$ cat config.mk
export PLATFORM = sky130hd
export DESIGN_NAME = pipe_tracker_flat
export DESIGN_NICKNAME = d
export VERILOG_FILES = /design/src/rtl/pipe_tracker_if.sv /design/src/rtl/pipe_tracker.sv /design/src/flat_wrapper.sv
export SDC_FILE = /design/constraint.sdc
export NUM_CORES = 1
export LEC_CHECK = 0
export ABC_AREA = 1
export CAP_MARGIN = 25
export CORE_UTILIZATION = 37
export CTS_CLUSTER_SIZE = 30
export DETAILED_ROUTE_END_ITERATION = 10
export GPL_TIMING_DRIVEN = 0
export HOLD_SLACK_MARGIN = 0.03
export PLACE_DENSITY_LB_ADDON = 0.1
export REMOVE_ABC_BUFFERS = 1
export SKIP_CTS_REPAIR_TIMING = 1
export SYNTH_ARGS = -nofsm -noshare
export SYNTH_HDL_FRONTEND = slang
export SYNTH_SLANG_ARGS = --single-unit
$ cat constraint.sdc
create_clock -name clk -period 0.9 [get_ports clk]
set_clock_uncertainty 0.05 [all_clocks]
set_input_delay 0.27 -clock clk [delete_from_list [all_inputs] [get_ports clk]]
set_output_delay 0.27 -clock clk [all_outputs]
set_load 0.005 [all_outputs]
$ cat src/rtl/pipe_tracker_if.sv
// pipe_tracker_if: decode/hazard-side signals consumed by pipe_tracker and
// the per-stage metadata it drives back. Counter signals exist only when
// PIPE_PERF_EN is defined.
interface pipe_tracker_if #(
   parameter int REG_SIZE = 5,
   parameter int CNT_W    = 32
);
   // decode / hazard inputs
   logic                fetchValidF;
   logic                regWriteD;
   logic                mem2regD;
   logic [REG_SIZE-1:0] writeRegD;
   logic                stallF;
   logic                stallD;
   logic                flushD;
   logic                flushE;
   // per-stage metadata
   logic                validD, validE, validM, validW;
   logic                regWriteE, regWriteM, regWriteW;
   logic                mem2regE, mem2regM;
   logic [REG_SIZE-1:0] writeRegE, writeRegM, writeRegW;
`ifdef PIPE_PERF_EN
   logic [CNT_W-1:0]    stallCycles, flushCycles, retired;
`endif

   modport master (
      output fetchValidF, regWriteD, mem2regD, writeRegD,
      output stallF, stallD, flushD, flushE,
      input  validD, validE, validM, validW,
      input  regWriteE, regWriteM, regWriteW,
      input  mem2regE, mem2regM,
`ifdef PIPE_PERF_EN
      input  stallCycles, flushCycles, retired,
`endif
      input  writeRegE, writeRegM, writeRegW
   );

   modport slave (
      input  fetchValidF, regWriteD, mem2regD, writeRegD,
      input  stallF, stallD, flushD, flushE,
      output validD, validE, validM, validW,
      output regWriteE, regWriteM, regWriteW,
      output mem2regE, mem2regM,
`ifdef PIPE_PERF_EN
      output stallCycles, flushCycles, retired,
`endif
      output writeRegE, writeRegM, writeRegW
   );
endinterface

$ cat src/rtl/pipe_tracker.sv
// pipe_tracker: per-stage valid bits and destination metadata for D/E/M/W.
// Applies hazard stall/flush commands; all outputs registered.
// Optional macro PIPE_PERF_EN adds stall/flush/retire counters.
module pipe_tracker #(
   parameter int REG_SIZE = 5,
   parameter int CNT_W    = 32
) (
   input  logic          clk,
   input  logic          reset,
   pipe_tracker_if.slave bif
);
   localparam logic [REG_SIZE-1:0] NOREG = '0;

   // stallF only mirrors stallD for external invariant checking
   logic unused_stallF;
   assign unused_stallF = bif.stallF;

   // D valid: stall holds (beats flush), flush squashes, else capture fetch
   always_ff @(posedge clk) begin
      if (reset)            bif.validD <= 1'b0;
      else if (bif.stallD)  bif.validD <= bif.validD;
      else if (bif.flushD)  bif.validD <= 1'b0;
      else                  bif.validD <= bif.fetchValidF;
   end

   // E: bubble on flush, else take D metadata gated by validD
   always_ff @(posedge clk) begin
      if (reset || bif.flushE) begin
         bif.validE    <= 1'b0;
         bif.regWriteE <= 1'b0;
         bif.mem2regE  <= 1'b0;
         bif.writeRegE <= NOREG;
      end else begin
         bif.validE    <= bif.validD;
         bif.regWriteE <= bif.regWriteD & bif.validD;
         bif.mem2regE  <= bif.mem2regD & bif.validD;
         bif.writeRegE <= bif.validD ? bif.writeRegD : NOREG;
      end
   end

   // M and W: unconditional copies of the previous stage
   always_ff @(posedge clk) begin
      if (reset) begin
         bif.validM    <= 1'b0;
         bif.regWriteM <= 1'b0;
         bif.mem2regM  <= 1'b0;
         bif.writeRegM <= NOREG;
         bif.validW    <= 1'b0;
         bif.regWriteW <= 1'b0;
         bif.writeRegW <= NOREG;
      end else begin
         bif.validM    <= bif.validE;
         bif.regWriteM <= bif.regWriteE;
         bif.mem2regM  <= bif.mem2regE;
         bif.writeRegM <= bif.writeRegE;
         bif.validW    <= bif.validM;
         bif.regWriteW <= bif.regWriteM;
         bif.writeRegW <= bif.writeRegM;
      end
   end

`ifdef PIPE_PERF_EN
   // counters wrap naturally; a cycle with both flushes counts once
   always_ff @(posedge clk) begin
      if (reset) begin
         bif.stallCycles <= '0;
         bif.flushCycles <= '0;
         bif.retired     <= '0;
      end else begin
         bif.stallCycles <= bif.stallCycles + {{(CNT_W-1){1'b0}}, bif.stallD};
         bif.flushCycles <= bif.flushCycles + {{(CNT_W-1){1'b0}}, bif.flushD | bif.flushE};
         bif.retired     <= bif.retired + {{(CNT_W-1){1'b0}}, bif.validW};
      end
   end
`else
   localparam int unused_cnt_w = CNT_W;
`endif
endmodule

$ cat src/flat_wrapper.sv
// flat-port wrapper written by rule: the top's interface ports become plain ports
module pipe_tracker_flat 
#(
   parameter int REG_SIZE = 5,
   parameter int CNT_W    = 32
)
  (clk, reset, bif_fetchValidF, bif_regWriteD, bif_mem2regD, bif_writeRegD, bif_stallF, bif_stallD, bif_flushD, bif_flushE, bif_validD, bif_validE, bif_validM, bif_validW, bif_regWriteE, bif_regWriteM, bif_regWriteW, bif_mem2regE, bif_mem2regM, bif_writeRegE, bif_writeRegM, bif_writeRegW);
  pipe_tracker_if #(.REG_SIZE(REG_SIZE), .CNT_W(CNT_W)) bif_i ();
  input  logic clk;
  input  logic reset;
  input wire logic [$bits(bif_i.fetchValidF)-1:0] bif_fetchValidF;
  input wire logic [$bits(bif_i.regWriteD)-1:0] bif_regWriteD;
  input wire logic [$bits(bif_i.mem2regD)-1:0] bif_mem2regD;
  input wire logic [$bits(bif_i.writeRegD)-1:0] bif_writeRegD;
  input wire logic [$bits(bif_i.stallF)-1:0] bif_stallF;
  input wire logic [$bits(bif_i.stallD)-1:0] bif_stallD;
  input wire logic [$bits(bif_i.flushD)-1:0] bif_flushD;
  input wire logic [$bits(bif_i.flushE)-1:0] bif_flushE;
  output wire logic [$bits(bif_i.validD)-1:0] bif_validD;
  output wire logic [$bits(bif_i.validE)-1:0] bif_validE;
  output wire logic [$bits(bif_i.validM)-1:0] bif_validM;
  output wire logic [$bits(bif_i.validW)-1:0] bif_validW;
  output wire logic [$bits(bif_i.regWriteE)-1:0] bif_regWriteE;
  output wire logic [$bits(bif_i.regWriteM)-1:0] bif_regWriteM;
  output wire logic [$bits(bif_i.regWriteW)-1:0] bif_regWriteW;
  output wire logic [$bits(bif_i.mem2regE)-1:0] bif_mem2regE;
  output wire logic [$bits(bif_i.mem2regM)-1:0] bif_mem2regM;
  output wire logic [$bits(bif_i.writeRegE)-1:0] bif_writeRegE;
  output wire logic [$bits(bif_i.writeRegM)-1:0] bif_writeRegM;
  output wire logic [$bits(bif_i.writeRegW)-1:0] bif_writeRegW;
  assign bif_i.fetchValidF = bif_fetchValidF;
  assign bif_i.regWriteD = bif_regWriteD;
  assign bif_i.mem2regD = bif_mem2regD;
  assign bif_i.writeRegD = bif_writeRegD;
  assign bif_i.stallF = bif_stallF;
  assign bif_i.stallD = bif_stallD;
  assign bif_i.flushD = bif_flushD;
  assign bif_i.flushE = bif_flushE;
  assign bif_validD = bif_i.validD;
  assign bif_validE = bif_i.validE;
  assign bif_validM = bif_i.validM;
  assign bif_validW = bif_i.validW;
  assign bif_regWriteE = bif_i.regWriteE;
  assign bif_regWriteM = bif_i.regWriteM;
  assign bif_regWriteW = bif_i.regWriteW;
  assign bif_mem2regE = bif_i.mem2regE;
  assign bif_mem2regM = bif_i.mem2regM;
  assign bif_writeRegE = bif_i.writeRegE;
  assign bif_writeRegM = bif_i.writeRegM;
  assign bif_writeRegW = bif_i.writeRegW;
  pipe_tracker #(.REG_SIZE(REG_SIZE), .CNT_W(CNT_W)) u_core (.clk(clk), .reset(reset), .bif(bif_i));
endmodule
Word level (Yosys, flattened, before mapping)
Cells that the tools add are included.

Bitwise operators: 3. Multiplexer cells: 1. Reductions and logical operators: 2.

Operator list (count): AND 1 bit (2); OR reduction 2 bit (1); logical OR 1 bit (1); 2-to-1 mux 1 bit (1); NOT 1 bit (1).

Output and inout port bits: 24. Register bits: 24. Bits of input ports: 14.

Depth between registers and ports, before layout
Depth after elaboration: 2. Mapped depth: 4. Mapped depth without buffers: 4.

Worst setup path before layout
Ideal clock, no wire load.

Kind: input-to-reg. Start point: input reset. End point: register u_core.bif.mem2regE. Setup slack: 147 ps. Arrival time: 638 ps. Required time: 785 ps. Stages on the path: 4. Path buffers: 1. Library setup time: 65 ps. Cells stage by stage: buf_6 > nor2_4 > nand2_2 > nor2_1.

Word-level cells in the longest chain between the ends: 1.

RTL lines: start, declared (RTL line flat_wrapper.sv:10) `input logic reset;`; logical OR 1 bit (RTL line pipe_tracker.sv:28) `if (reset || bif.flushE) begin`; end signal, assigned (RTL line pipe_tracker.sv:36) `bif.mem2regE <= bif.mem2regD & bif.validD;`; end, declared (RTL line pipe_tracker_if.sv:43) `output mem2regE, mem2regM,`.

No other way between the ends. A chain may end at the register's enable or synchronous reset.

Worst setup path in the final report
Start point: register u_core.bif.validD. End point: output bif_validD.

RTL lines: start, declared (RTL line pipe_tracker_if.sv:41) `output validD, validE, validM, validW,`; start signal, assigned (RTL line pipe_tracker.sv:21) `else if (bif.stallD) bif.validD <= bif.validD;`; start signal, assigned (RTL line pipe_tracker.sv:23) `else bif.validD <= bif.fetchValidF;`; end, declared (RTL line flat_wrapper.sv:19) `output wire logic [$bits(bif_i.validD)-1:0] bif_validD;`.

No word-level cell between the ends.

==> summary.md <==
| Metric | Value |
|---|---|
| Insertion delay of the later-clocked pin in the worst-skew pair | 0.30 ns |
| Area used by sequential logic in the layout | 505.5 um2 |
| Cell count after synthesis | 80 |
| Total of buffers placed on input and output ports | 36 |
| Die boundary width | 45.91 um |
| Post-layout utilization of the core | 59.43% |
| Synthesized flop and latch total | 24 |
| Post-Place Cells | 139 |
| Status | finished, violations left |
| Antenna diodes | 0 |
| FFs w/ async S/R, synth | 0% |
| Power density of the placed cells | 1660 nW/um2 |
| Slowest library cell on the worst path | dfxtp_2 |
| Switching power of the nets | 0.0003475 W |
| Overall routing resource usage | 11.85% |
| Number of sinks handled by clock tree synthesis | 24 |
| Combinational cell fraction of total power | 6.4% |
| Cell taking the most area after synthesis | dfxtp_1 |
| Buffer levels on the longest clock path | 2 |
| Number of cells on the critical path | 1 |
| Largest net degree at the start of global routing | 18 |
| Upper clock frequency limit | 929.7 MHz |
| Rel. slew slack | 76.18% |
| Initial antenna violation count | 0 |
| Unique cell type count in the Yosys netlist | 9 |
| Remaining antenna violation count after routing | 0 |
| Biggest area contributors in the synthesized netlist | dfxtp_1 (67%), inv_1 (14%), nor2_1 (12%) |
| Sequential element share of the synthesized area | 67.37% |
| Number of fill cells | 182 |
| Critical Path Sink Type | primary output |
| Number of global-route vias before repair | 435 |
| Synth top area share | 67.37% |
| Clock Pin Slew Worst Setup and Hold Paths | 0.12 ns |
| Number of standard cells in the final layout excluding fillers | 144 |
| Height of the chip | 45.91 um |
| Synth warn | 0 |
| Kind of path behind the tightest hold check | in -> reg |
| Per-cell routed wire length | 7.938 um |
| Critical path's top delay family | flip-flops |
| Required time worst endpoint | 0.58 ns |
| Max FO, Critical Path | 2 |
| Critical path data arrival time | 0.76 ns |
| R2R Path End | u_core.bif.writeRegE[3]$_SDFF_PP0_ |
| Number of enable flip-flop cells after synthesis | 0 |
| I/O pin total | 38 |
| Number of max-slew violations in the final report | 0 |
| Final Worst Setup Slack | -0.1757 ns |
| Starting DRC count in detailed routing | 4 |
| Area occupied by multi-input gates | 116.4 um2 |
| Setup-failing EPs final | 24 |
| Initial core utilization | 40.43% |
| First-pass detailed-route iteration total | 2 |
| Count of endpoints failing hold in the final timing report | 0 |
| Layout Area Growth over Synthesis | 47.02% |
| Sum of overflow across all layers after global routing | 0 |
| Final Critical Period | 1.076 ns |
| Main synth FF type | dfxtp_1 |
| CTS tree | done |
| Net count reported at finish | 134 |
| Library cell with the highest instance count after synthesis | inv_1 |
| Fraction of power consumed by the clock network | 31.3% |
| RSZ-0062 raised after global routing | true |
| Switching portion of total power | 19.97% |
| Register-to-Register Setup Slack | 0.07 ns |
| Reported leakage power | 0.5229 nW |
| Number of buffers and inverters on the critical path | 1 |
| Clock buffer count from CTS | 3 |
| Number of placement rows | 15 |
| Slew of the pin with the lowest slew margin | 0.3573 ns |
| Max Cap Viol | 0 |
| Crit path largest cell delay | 0.35 ns |
| Worst vdd rail ir drop | 786.4 uV |
| Violations in the final reports | negative setup slack |
| Total number of vias | 561 |
| DRC Markers | 0 |
| Path type of the worst setup path | reg -> out |
| Internal power | 0.001393 W |
| Critical Path Start | u_core.bif.validD$_SDFFE_PP0N_ |
| Cell at the root of the clock tree | clkbuf_4 |
| Capture point of the critical path | bif_validD |
| Critical path, cell by cell | clkbuf_2 |
| First-pass GRT wire length | 1704 um |
| Routed wire length | 1143 um |
| Maximum level of the CTS H-tree | 1 |
| Detailed Place HPWL | 850.1 um |
| Final worst path period share | 119.5% |
| Routability congestion estimate from global placement | 0.6079 |
| Placeable core region | 1764 um2 |
| Die Outline Area | 2107 um2 |
| Cell depth of the worst flop-to-flop path | 3 |
| Kind of start point of the critical path | flop |
| Launching point of the worst reg2reg path | u_core.bif.validD$_SDFFE_PP0N_ |
| Via-per-instance ratio | 3.896 |
| Proportion of layout cells with a drive suffix above 1 | 43.70% |
| Worst-case setup slack after placement | -0.7373 ns |
| Seq pwr share | 62.3% |
| Most frequent cells after synthesis | inv_1 (26), dfxtp_1 (24), nor2_1 (23) |
| Post-Syn Area per Cell | 8.915 um2 |
| Post-Syn Area | 713.2 um2 |
==> routing by layer <==
metal | up-vias | wire length (um) | GRT usage (%)
li1 | 295 | - | -
met1 | 244 | 472 | 13.11
met2 | 22 | 573 | 18.31
met3 | 0 | 98 | 5.556
met4 | 0 | 0 | 7.059
met5 | - | 0 | 0
==> kinds of logic after synthesis <==
family / synth area share (%)
buffers and inverters: 16.32
flip-flops: 67.37
AND/OR/NAND/NOR: 15.61
AO/OA/AOI/OAI: 0.7011
==> worst min-delay path by stage <==
stage                                             from  depth (start not counted)                                 end  slack (ns)
floorplan                                        reset                          1      u_core.bif.mem2regM$_SDFF_PP0_        0.29
global placement    u_core.bif.writeRegM[1]$_SDFF_PP0_                          2  u_core.bif.writeRegW[1]$_SDFF_PP0_        0.35
detailed placement  u_core.bif.writeRegE[2]$_SDFF_PP0_                          2  u_core.bif.writeRegM[2]$_SDFF_PP0_        0.36
CTS                 u_core.bif.writeRegE[2]$_SDFF_PP0_                          2  u_core.bif.writeRegM[2]$_SDFF_PP0_        0.38
global route                                     reset                          2  u_core.bif.writeRegM[3]$_SDFF_PP0_        0.34
finish                                           reset                          2  u_core.bif.writeRegM[3]$_SDFF_PP0_        0.33
==> metrics by stage <==
| step | instance area (um2) | hold WS (ns) | total power, W | TNS (ns) |
|---|---|---|---|---|
| 3_3_place_gp | 1086 | 0.3543 | 0.001227 | -20.23 |
| 5_1_grt | 1049 | 0.3436 | 0.001822 | -5.015 |
| 4_1_cts | 1122 | 0.3776 | 0.001780 | -20.81 |
| 6_report | 1049 | 0.3250 | 0.001740 | -3.875 |
| 2_1_floorplan | 694.4 | 0.2913 | 0.001134 | 0 |
| 3_5_place_dp | 1086 | 0.3599 | 0.001229 | -20.17 |
==> cell usage in the layout (no fill, tap or decap) <==
master and count:
a21oi_1 1, buf_2 1, buf_4 1, buf_6 3, clkbuf_2 21, clkbuf_4 3, clkbuf_8 1, clkdlybuf4s50_1 11
dfxtp_1 4, dfxtp_2 20, inv_1 26, nand2_1 2, nand2_2 1, nor2_1 23, nor2_4 1
==> power groups by stage <==
stage                     clock [W]  combinational [W]  sequential [W]
after CTS                  0.000574           0.000122         0.00108
after global placement            0           0.000120         0.00111
after global routing       0.000611           0.000125         0.00109
after floorplan                   0          0.0000250         0.00111
after detailed placement          0           0.000122         0.00111
final                      0.000544           0.000112         0.00108
==> sequential cells by signal, indices dropped and copies added, names as in the netlist <==
| signal | flops |
|---|---|
| u_core.bif.writeRegE | 5 |
| u_core.bif.writeRegM | 5 |
| u_core.bif.writeRegW | 5 |
| u_core.bif.mem2regE | 1 |
| u_core.bif.mem2regM | 1 |
| u_core.bif.regWriteE | 1 |
| u_core.bif.regWriteM | 1 |
| u_core.bif.regWriteW | 1 |
| u_core.bif.validD | 1 |
| u_core.bif.validE | 1 |
| u_core.bif.validM | 1 |
| u_core.bif.validW | 1 |
==> final cells by class <==
cell class / instances / area share, %
sequential: 24 / 48.21
timing repair buffer: 37 / 24.94
multi-input combinational: 28 / 11.10
inverter: 26 / 9.308
clock buffer: 4 / 3.461
tap: 25 / 2.983
No activity file was read; power rests on OpenSTA's default activity.
